$ cat src/rtl/ram_arb_pkg.sv
// Shared definitions for the two-port RAM access controller.
// Holds the FSM state encoding and the default RAM geometry.
// Imported by the interface and the top level.
package ram_arb_pkg;

  localparam int ADDR_W_DEF = 4;
  localparam int DATA_W_DEF = 8;

  // Encoding 2'd3 is unused and recovers to idle.
  typedef enum logic [1:0] {
    ST_IDLE   = 2'd0,
    ST_ACCESS = 2'd1,
    ST_RESP   = 2'd2
  } state_t;

endpackage

$ cat src/rtl/ram_arbiter_if.sv
// Bus bundle between two requesters, the arbiter and the single-port RAM.
// slave: arbiter view; master: requester and RAM view.
// Clock and reset stay outside as plain ports.
interface ram_arbiter_if
  import ram_arb_pkg::*;
#(
  parameter int ADDR_W = ADDR_W_DEF,
  parameter int DATA_W = DATA_W_DEF
) ();

  logic              req0, req1;
  logic              we0, we1;
  logic [ADDR_W-1:0] addr0, addr1;
  logic [DATA_W-1:0] wdata0, wdata1;
  logic              gnt0, gnt1;
  logic              done0, done1;
  logic [DATA_W-1:0] rdata0, rdata1;
  logic [ADDR_W-1:0] ramAddress;
  logic [DATA_W-1:0] ramDataIn;
  logic              ramWriteEnable;
  logic [DATA_W-1:0] ramDataOut;

  modport slave (
    input  req0, req1, we0, we1, addr0, addr1, wdata0, wdata1, ramDataOut,
    output gnt0, gnt1, done0, done1, rdata0, rdata1,
    output ramAddress, ramDataIn, ramWriteEnable
  );

  modport master (
    output req0, req1, we0, we1, addr0, addr1, wdata0, wdata1, ramDataOut,
    input  gnt0, gnt1, done0, done1, rdata0, rdata1,
    input  ramAddress, ramDataIn, ramWriteEnable
  );

endinterface

$ cat src/rtl/rr_arbiter2.sv
// Two-way round-robin picker, purely combinational.
// Latency: none (same cycle as the requests).
// Backpressure: none; the caller samples the result only when it can accept.
module rr_arbiter2 (
  input  logic req0,
  input  logic req1,
  input  logic last_gnt,
  output logic valid,
  output logic winner
);

  // A lone requester always wins; a tie goes to the port not granted last.
  always_comb begin
    valid  = req0 | req1;
    winner = req1;
    if (req0 && req1) winner = ~last_gnt;
  end

endmodule

$ cat src/rtl/ram_arbiter.sv
// Two-port access controller for a single-port RAM with registered output.
// Latency: gnt the cycle after the request edge, done two cycles after gnt.
// Backpressure: one access per 3 cycles; requests seen outside idle are ignored.
module ram_arbiter
  import ram_arb_pkg::*;
#(
  parameter int ADDR_W = ADDR_W_DEF,
  parameter int DATA_W = DATA_W_DEF
) (
  input  logic          clock,
  input  logic          reset_n,
  ram_arbiter_if.slave  bus
);

  state_t            state;
  logic              last_gnt;
  logic              cur_port;
  logic              pick_vld;
  logic              pick_port;
  logic              sel_we;
  logic [ADDR_W-1:0] sel_addr;
  logic [DATA_W-1:0] sel_wdata;

  rr_arbiter2 u_rr (
    .req0     (bus.req0),
    .req1     (bus.req1),
    .last_gnt (last_gnt),
    .valid    (pick_vld),
    .winner   (pick_port)
  );

  // Steer the winning port's command towards the RAM-side registers.
  always_comb begin
    sel_we    = pick_port ? bus.we1    : bus.we0;
    sel_addr  = pick_port ? bus.addr1  : bus.addr0;
    sel_wdata = pick_port ? bus.wdata1 : bus.wdata0;
  end

  // Access FSM; every output is registered and the pulses default low each cycle.
  always_ff @(posedge clock or negedge reset_n) begin
    if (!reset_n) begin
      state              <= ST_IDLE;
      last_gnt           <= 1'b1;
      cur_port           <= 1'b0;
      bus.gnt0           <= 1'b0;
      bus.gnt1           <= 1'b0;
      bus.done0          <= 1'b0;
      bus.done1          <= 1'b0;
      bus.rdata0         <= '0;
      bus.rdata1         <= '0;
      bus.ramAddress     <= '0;
      bus.ramDataIn      <= '0;
      bus.ramWriteEnable <= 1'b0;
    end else begin
      bus.gnt0           <= 1'b0;
      bus.gnt1           <= 1'b0;
      bus.done0          <= 1'b0;
      bus.done1          <= 1'b0;
      bus.ramWriteEnable <= 1'b0;
      case (state)
        ST_IDLE: begin
          if (pick_vld) begin
            bus.ramAddress     <= sel_addr;
            bus.ramDataIn      <= sel_wdata;
            bus.ramWriteEnable <= sel_we;
            bus.gnt0           <= ~pick_port;
            bus.gnt1           <= pick_port;
            last_gnt           <= pick_port;
            cur_port           <= pick_port;
            state              <= ST_ACCESS;
          end
        end
        // The RAM captures the command at the edge leaving this state.
        ST_ACCESS: state <= ST_RESP;
        // RAM output now reflects the word as it was before any write.
        ST_RESP: begin
          if (cur_port) begin
            bus.rdata1 <= bus.ramDataOut;
            bus.done1  <= 1'b1;
          end else begin
            bus.rdata0 <= bus.ramDataOut;
            bus.done0  <= 1'b1;
          end
          state <= ST_IDLE;
        end
        default: begin
          state          <= ST_IDLE;
          last_gnt       <= 1'b1;
          cur_port       <= 1'b0;
          bus.rdata0     <= '0;
          bus.rdata1     <= '0;
          bus.ramAddress <= '0;
          bus.ramDataIn  <= '0;
        end
      endcase
    end
  end

endmodule

$ cat src/flat_wrapper.sv
// flat-port wrapper written by rule: the top's interface ports become plain ports
module ram_arbiter_flat import ram_arb_pkg::*;
#(
  parameter int ADDR_W = ADDR_W_DEF,
  parameter int DATA_W = DATA_W_DEF
)
  (clock, reset_n, bus_req0, bus_req1, bus_we0, bus_we1, bus_addr0, bus_addr1, bus_wdata0, bus_wdata1, bus_ramDataOut, bus_gnt0, bus_gnt1, bus_done0, bus_done1, bus_rdata0, bus_rdata1, bus_ramAddress, bus_ramDataIn, bus_ramWriteEnable);
  ram_arbiter_if #(.ADDR_W(ADDR_W), .DATA_W(DATA_W)) bus_i ();
  input  logic clock;
  input  logic reset_n;
  input wire logic [$bits(bus_i.req0)-1:0] bus_req0;
  input wire logic [$bits(bus_i.req1)-1:0] bus_req1;
  input wire logic [$bits(bus_i.we0)-1:0] bus_we0;
  input wire logic [$bits(bus_i.we1)-1:0] bus_we1;
  input wire logic [$bits(bus_i.addr0)-1:0] bus_addr0;
  input wire logic [$bits(bus_i.addr1)-1:0] bus_addr1;
  input wire logic [$bits(bus_i.wdata0)-1:0] bus_wdata0;
  input wire logic [$bits(bus_i.wdata1)-1:0] bus_wdata1;
  input wire logic [$bits(bus_i.ramDataOut)-1:0] bus_ramDataOut;
  output wire logic [$bits(bus_i.gnt0)-1:0] bus_gnt0;
  output wire logic [$bits(bus_i.gnt1)-1:0] bus_gnt1;
  output wire logic [$bits(bus_i.done0)-1:0] bus_done0;
  output wire logic [$bits(bus_i.done1)-1:0] bus_done1;
  output wire logic [$bits(bus_i.rdata0)-1:0] bus_rdata0;
  output wire logic [$bits(bus_i.rdata1)-1:0] bus_rdata1;
  output wire logic [$bits(bus_i.ramAddress)-1:0] bus_ramAddress;
  output wire logic [$bits(bus_i.ramDataIn)-1:0] bus_ramDataIn;
  output wire logic [$bits(bus_i.ramWriteEnable)-1:0] bus_ramWriteEnable;
  assign bus_i.req0 = bus_req0;
  assign bus_i.req1 = bus_req1;
  assign bus_i.we0 = bus_we0;
  assign bus_i.we1 = bus_we1;
  assign bus_i.addr0 = bus_addr0;
  assign bus_i.addr1 = bus_addr1;
  assign bus_i.wdata0 = bus_wdata0;
  assign bus_i.wdata1 = bus_wdata1;
  assign bus_i.ramDataOut = bus_ramDataOut;
  assign bus_gnt0 = bus_i.gnt0;
  assign bus_gnt1 = bus_i.gnt1;
  assign bus_done0 = bus_i.done0;
  assign bus_done1 = bus_i.done1;
  assign bus_rdata0 = bus_i.rdata0;
  assign bus_rdata1 = bus_i.rdata1;
  assign bus_ramAddress = bus_i.ramAddress;
  assign bus_ramDataIn = bus_i.ramDataIn;
  assign bus_ramWriteEnable = bus_i.ramWriteEnable;
  ram_arbiter #(.ADDR_W(ADDR_W), .DATA_W(DATA_W)) u_core (.clock(clock), .reset_n(reset_n), .bus(bus_i));
endmodule
$ cat config.mk
export PLATFORM = sky130hd
export DESIGN_NAME = ram_arbiter_flat
export DESIGN_NICKNAME = d
export VERILOG_FILES = /design/src/rtl/ram_arb_pkg.sv /design/src/rtl/ram_arbiter_if.sv /design/src/rtl/rr_arbiter2.sv /design/src/rtl/ram_arbiter.sv /design/src/flat_wrapper.sv
export SDC_FILE = /design/constraint.sdc
export NUM_CORES = 1
export LEC_CHECK = 0
export ABC_AREA = 1
export ABC_CLOCK_PERIOD_IN_PS = 1500
export BUFFER_PORTS_ARGS = -buffer_cell sky130_fd_sc_hd__buf_2
export CAP_MARGIN = 25
export CORE_MARGIN = 2
export CORE_UTILIZATION = 43
export DETAILED_ROUTE_END_ITERATION = 10
export PLACE_DENSITY = 0.86
export SYNTH_ARGS = -nofsm -noshare
export SYNTH_HDL_FRONTEND = slang
export SYNTH_SLANG_ARGS = --single-unit
$ cat constraint.sdc
create_clock -name clock -period 1.5 [get_ports clock]
set_clock_uncertainty 0.2 [all_clocks]
set_input_delay 0.45 -clock clock [delete_from_list [all_inputs] [get_ports clock]]
set_output_delay 0.45 -clock clock [all_outputs]
set_load 0.1 [all_outputs]
==> summary.md <==
| Metric | Value |
|---|---|
| Required @ worst endpoint | `roughly 1500 ps` |
| RSZ-0062 raised after global routing | `yes` |
| Outcome | `finished, violations left` |
| Worst slack, placed | `-129 ps` |
| Share of cells above drive strength 1 | `0.584` |
| EDFF count, synth | `0` |
| Post-synthesis cell type count | `21` |
| Synth Area in Simple Gates | `0.290` |
| Worst Setup Path Type | `flop to flop` |
| Global route total overflow | `0` |
| Crit Reg-Reg Endpoint | `u_core.bus.ramDataIn[6]$_DFFE_PN0P_` |
| R2R Setup Slk | `-80 ps` |
| Final period util | `1.05` |
| Main combinational cell family by area after synthesis | `simple AND/OR/NAND/NOR gates` |
| Largest net degree at the start of global routing | `21` |
| Worst setup EP type | `flop` |
| Area leader, netlist | `dfrtp_1` |
| Hold path start | `bus_ramDataOut[3]` |
| Iteration-0 DRC Markers | `70` |
| Post-route ant nets | `0` |
| Multiplexer share of the synthesized area | `0` |
| First-pass GRT wire length | `7.89 mm` |
| Post-Layout Cell Count | `334` |
| Adder-cell share of the synthesized area | `0.0292` |
| DRT Pass-1 Iters | `4` |
| Core footprint | `0.00374 mm²` |
| Avg Inst Size Synth | `~9 µm²` |
| Ys async rst share | `1.00` |
| Startpoint Class | `flop` |
| Vias in the first global route | `1734` |
| CTS Buf Count | `5` |
| Slew @ Worst Pin | `263 ps` |
| CTS root buffer | `clkbuf_8` |
| Total track usage | `0.241` |
| Clk_lat worst skew | `approximately 280 ps` |
| Top cell type's share of synthesized area | `0.526` |
| Worst hold endpoint | `u_core.bus.rdata0[3]$_DFFE_PN0P_` |
| Via count | `1710` |
| Wire length per cell | `15.1 µm` |
| Final wirelength | `5.06 mm` |
| Layout overhead on the synthesized area | `76.8%` |
| Slew margin rel. | `0.825` |
| CTS tree | `built` |
| DP HPWL | `3.53 mm` |
| Critical path arrival | `1600 ps` |
| Hold crit path type | `primary input to flop` |
| Post-Synth XOR/XNOR Area | `0` |
| Clock buffer depth | `2` |
| Clock transition at path regs | `70 ps` |
| Synth area leaders | `dfrtp_1 53%, nand2_1 15%, nand3b_1 5.3%, o21ai_0 5.0%, inv_1 4.4%` |
| F_max | `633 MHz` |
| Final Hold Vio Count | `0` |
| Placed Cells | `319` |
| # IOs | `71` |
| Yosys warnings | `0` |
| Top FF cell, synth | `dfrtp_1` |
| Top post-synthesis cells by count | `69 x nand2_1, 36 x dfrtp_1, 20 x inv_1` |
| Residual DRC | `0` |
| Final Wtd Congestion | `0.776` |
| Endpoints failing setup | `54` |
| Compound-Gate Fraction of Synth Area | `0.0585` |
| FF+latch count, synth | `37` |
| Starting density of the core | `0.457` |
| Ant diodes | `0` |
| Syn_nets | `237` |
| Synth Instances | `195` |
| Failing checks | `setup timing` |
| Count leader, synth | `nand2_1` |
| Placed inst area | `0.00274 mm²` |
| Reg-to-Reg Start | `u_core.state[0]$_DFFE_PN0P_` |
| Die span in y | `67.1 µm` |
| Worst-case reg-to-reg path depth | `6` |
| Input/output buffers | `70` |
| Min cycle time layout | `~1600 ps` |
| # H-tree levels | `2` |
| Max cap viols | `0` |
| Die area | `between 0.004 and 0.005 mm²` |
| Layout Nets | `around 330` |
| Crit-path max FO | `7` |
| Sink Count | `37` |
| Hold path cells | `3` |
| Initial antenna violation count | `0` |
| Register area share after synthesis | `0.542` |
| Final Instance Area | `0.00303 mm²` |
| Vias per cell | `5.12` |
| Max Transition Viols Final | `0` |
| Cell Area, Synth | `0.00171 mm²` |
| # rows | `22` |
| Worst setup margin | `-78.8 ps` |
| Die width | `67.1 µm` |
## per-layer routing
| metal | GRT usage | vias up | routed length, µm |
|---|---|---|---|
| met2 | 0.438 | 93 | 2700 |
| li1 | - | 791 | - |
| met3 | 0.0828 | 22 | 430 |
| met5 | 0 | - | 0 |
| met4 | 0.107 | 0 | 131 |
| met1 | 0.245 | 804 | 1800 |
## worst max-delay path by stage
stage | from | end
final | u_core.state[0]$_DFFE_PN0P_ | u_core.bus.ramDataIn[6]$_DFFE_PN0P_
after global routing | u_core.state[0]$_DFFE_PN0P_ | u_core.bus.ramDataIn[5]$_DFFE_PN0P_
after CTS | u_core.state[0]$_DFFE_PN0P_ | u_core.bus.ramDataIn[3]$_DFFE_PN0P_
after detailed placement | u_core.state[0]$_DFFE_PN0P_ | u_core.bus.ramDataIn[6]$_DFFE_PN0P_
after global placement | u_core.state[0]$_DFFE_PN0P_ | u_core.last_gnt$_DFFE_PN1P_
after floorplan | u_core.state[0]$_DFFE_PN0P_ | u_core.bus.rdata1[1]$_DFFE_PN0P_
## repair_timing
action | in CTS | in global routing
hold endpoints to repair | 7 | 0
gates resized for setup | 23 | 26
gates cloned | 1 | 2
hold buffers | 1 | 0
pin swaps | 11 | 17
setup endpoints to repair | 64 | 64
setup buffers | 3 | 2
## layout by cell type (no fill, tap or decap)
cell            n
nand2_1        63
buf_2          37
buf_12         34
dfrtp_2        33
inv_1          15
buf_4          13
o21ai_1        12
nand3b_1       12
nand3_2        12
nand2_2         5
o21ai_0         5
nand2_4         5
clkbuf_8        5
inv_2           4
nor2_1          4
buf_6           4
nor2_4          3
dfrtp_1         3
o21ai_2         2
ha_4            2
ha_1            2
clkinv_2        2
or2_4           1
inv_4           1
nor3_1          1
nand2_8         1
nor3_4          1
a21oi_1         1
clkinvlp_4      1
dlygate4sd3_1   1
dfstp_2         1
## registers in the layout, indices dropped and copies added (netlist names)
register / count
u_core.bus.ramWriteEnable: 1
u_core.bus.gnt1: 1
u_core.last_gnt: 1
u_core.bus.done0: 1
u_core.bus.rdata0: 8
u_core.bus.ramAddress: 4
u_core.cur_port: 1
u_core.bus.ramDataIn: 8
u_core.state: 2
u_core.bus.rdata1: 8
u_core.bus.done1: 1
u_core.bus.gnt0: 1
## worst max-delay path, stage by stage (launching register included)
cell     delay (ps)
dfrtp_1         430
inv_2           130
ha_4            230
nor3_4          200
buf_6           180
nand3_2          70
nand2_1          70
## layout make-up
class                      instances  area [µm²]
clock buffer                       5        68.8
clock inverter                     3        17.5
fill                             219         717
inverter                          20        77.6
multi-input combinational        132         816
sequential                        37         968
tap                               48        60.1
timing repair buffer              89        1020
## stage by stage
stage               hold slack (ps)  setup TNS (ps)   util
global placement                133           -40.3  0.732
detailed placement              136           -2610  0.732
global route                    230           -4330  0.808
CTS                             208           -2290  0.795
finish                          226           -2230  0.808
floorplan                     -45.6            -861      -
## cells by family (layout without fill, tap and decap cells)
group           Yosys count  in the layout
buf+inv                  28            117
compound gates           20             20
simple gates            106            108
fa+ha+maj                 4              4
flops                    37             37
Power is left out: the tool's default activity adds up to more than one toggle a clock period on the data nets, which glitch-free logic cannot reach.
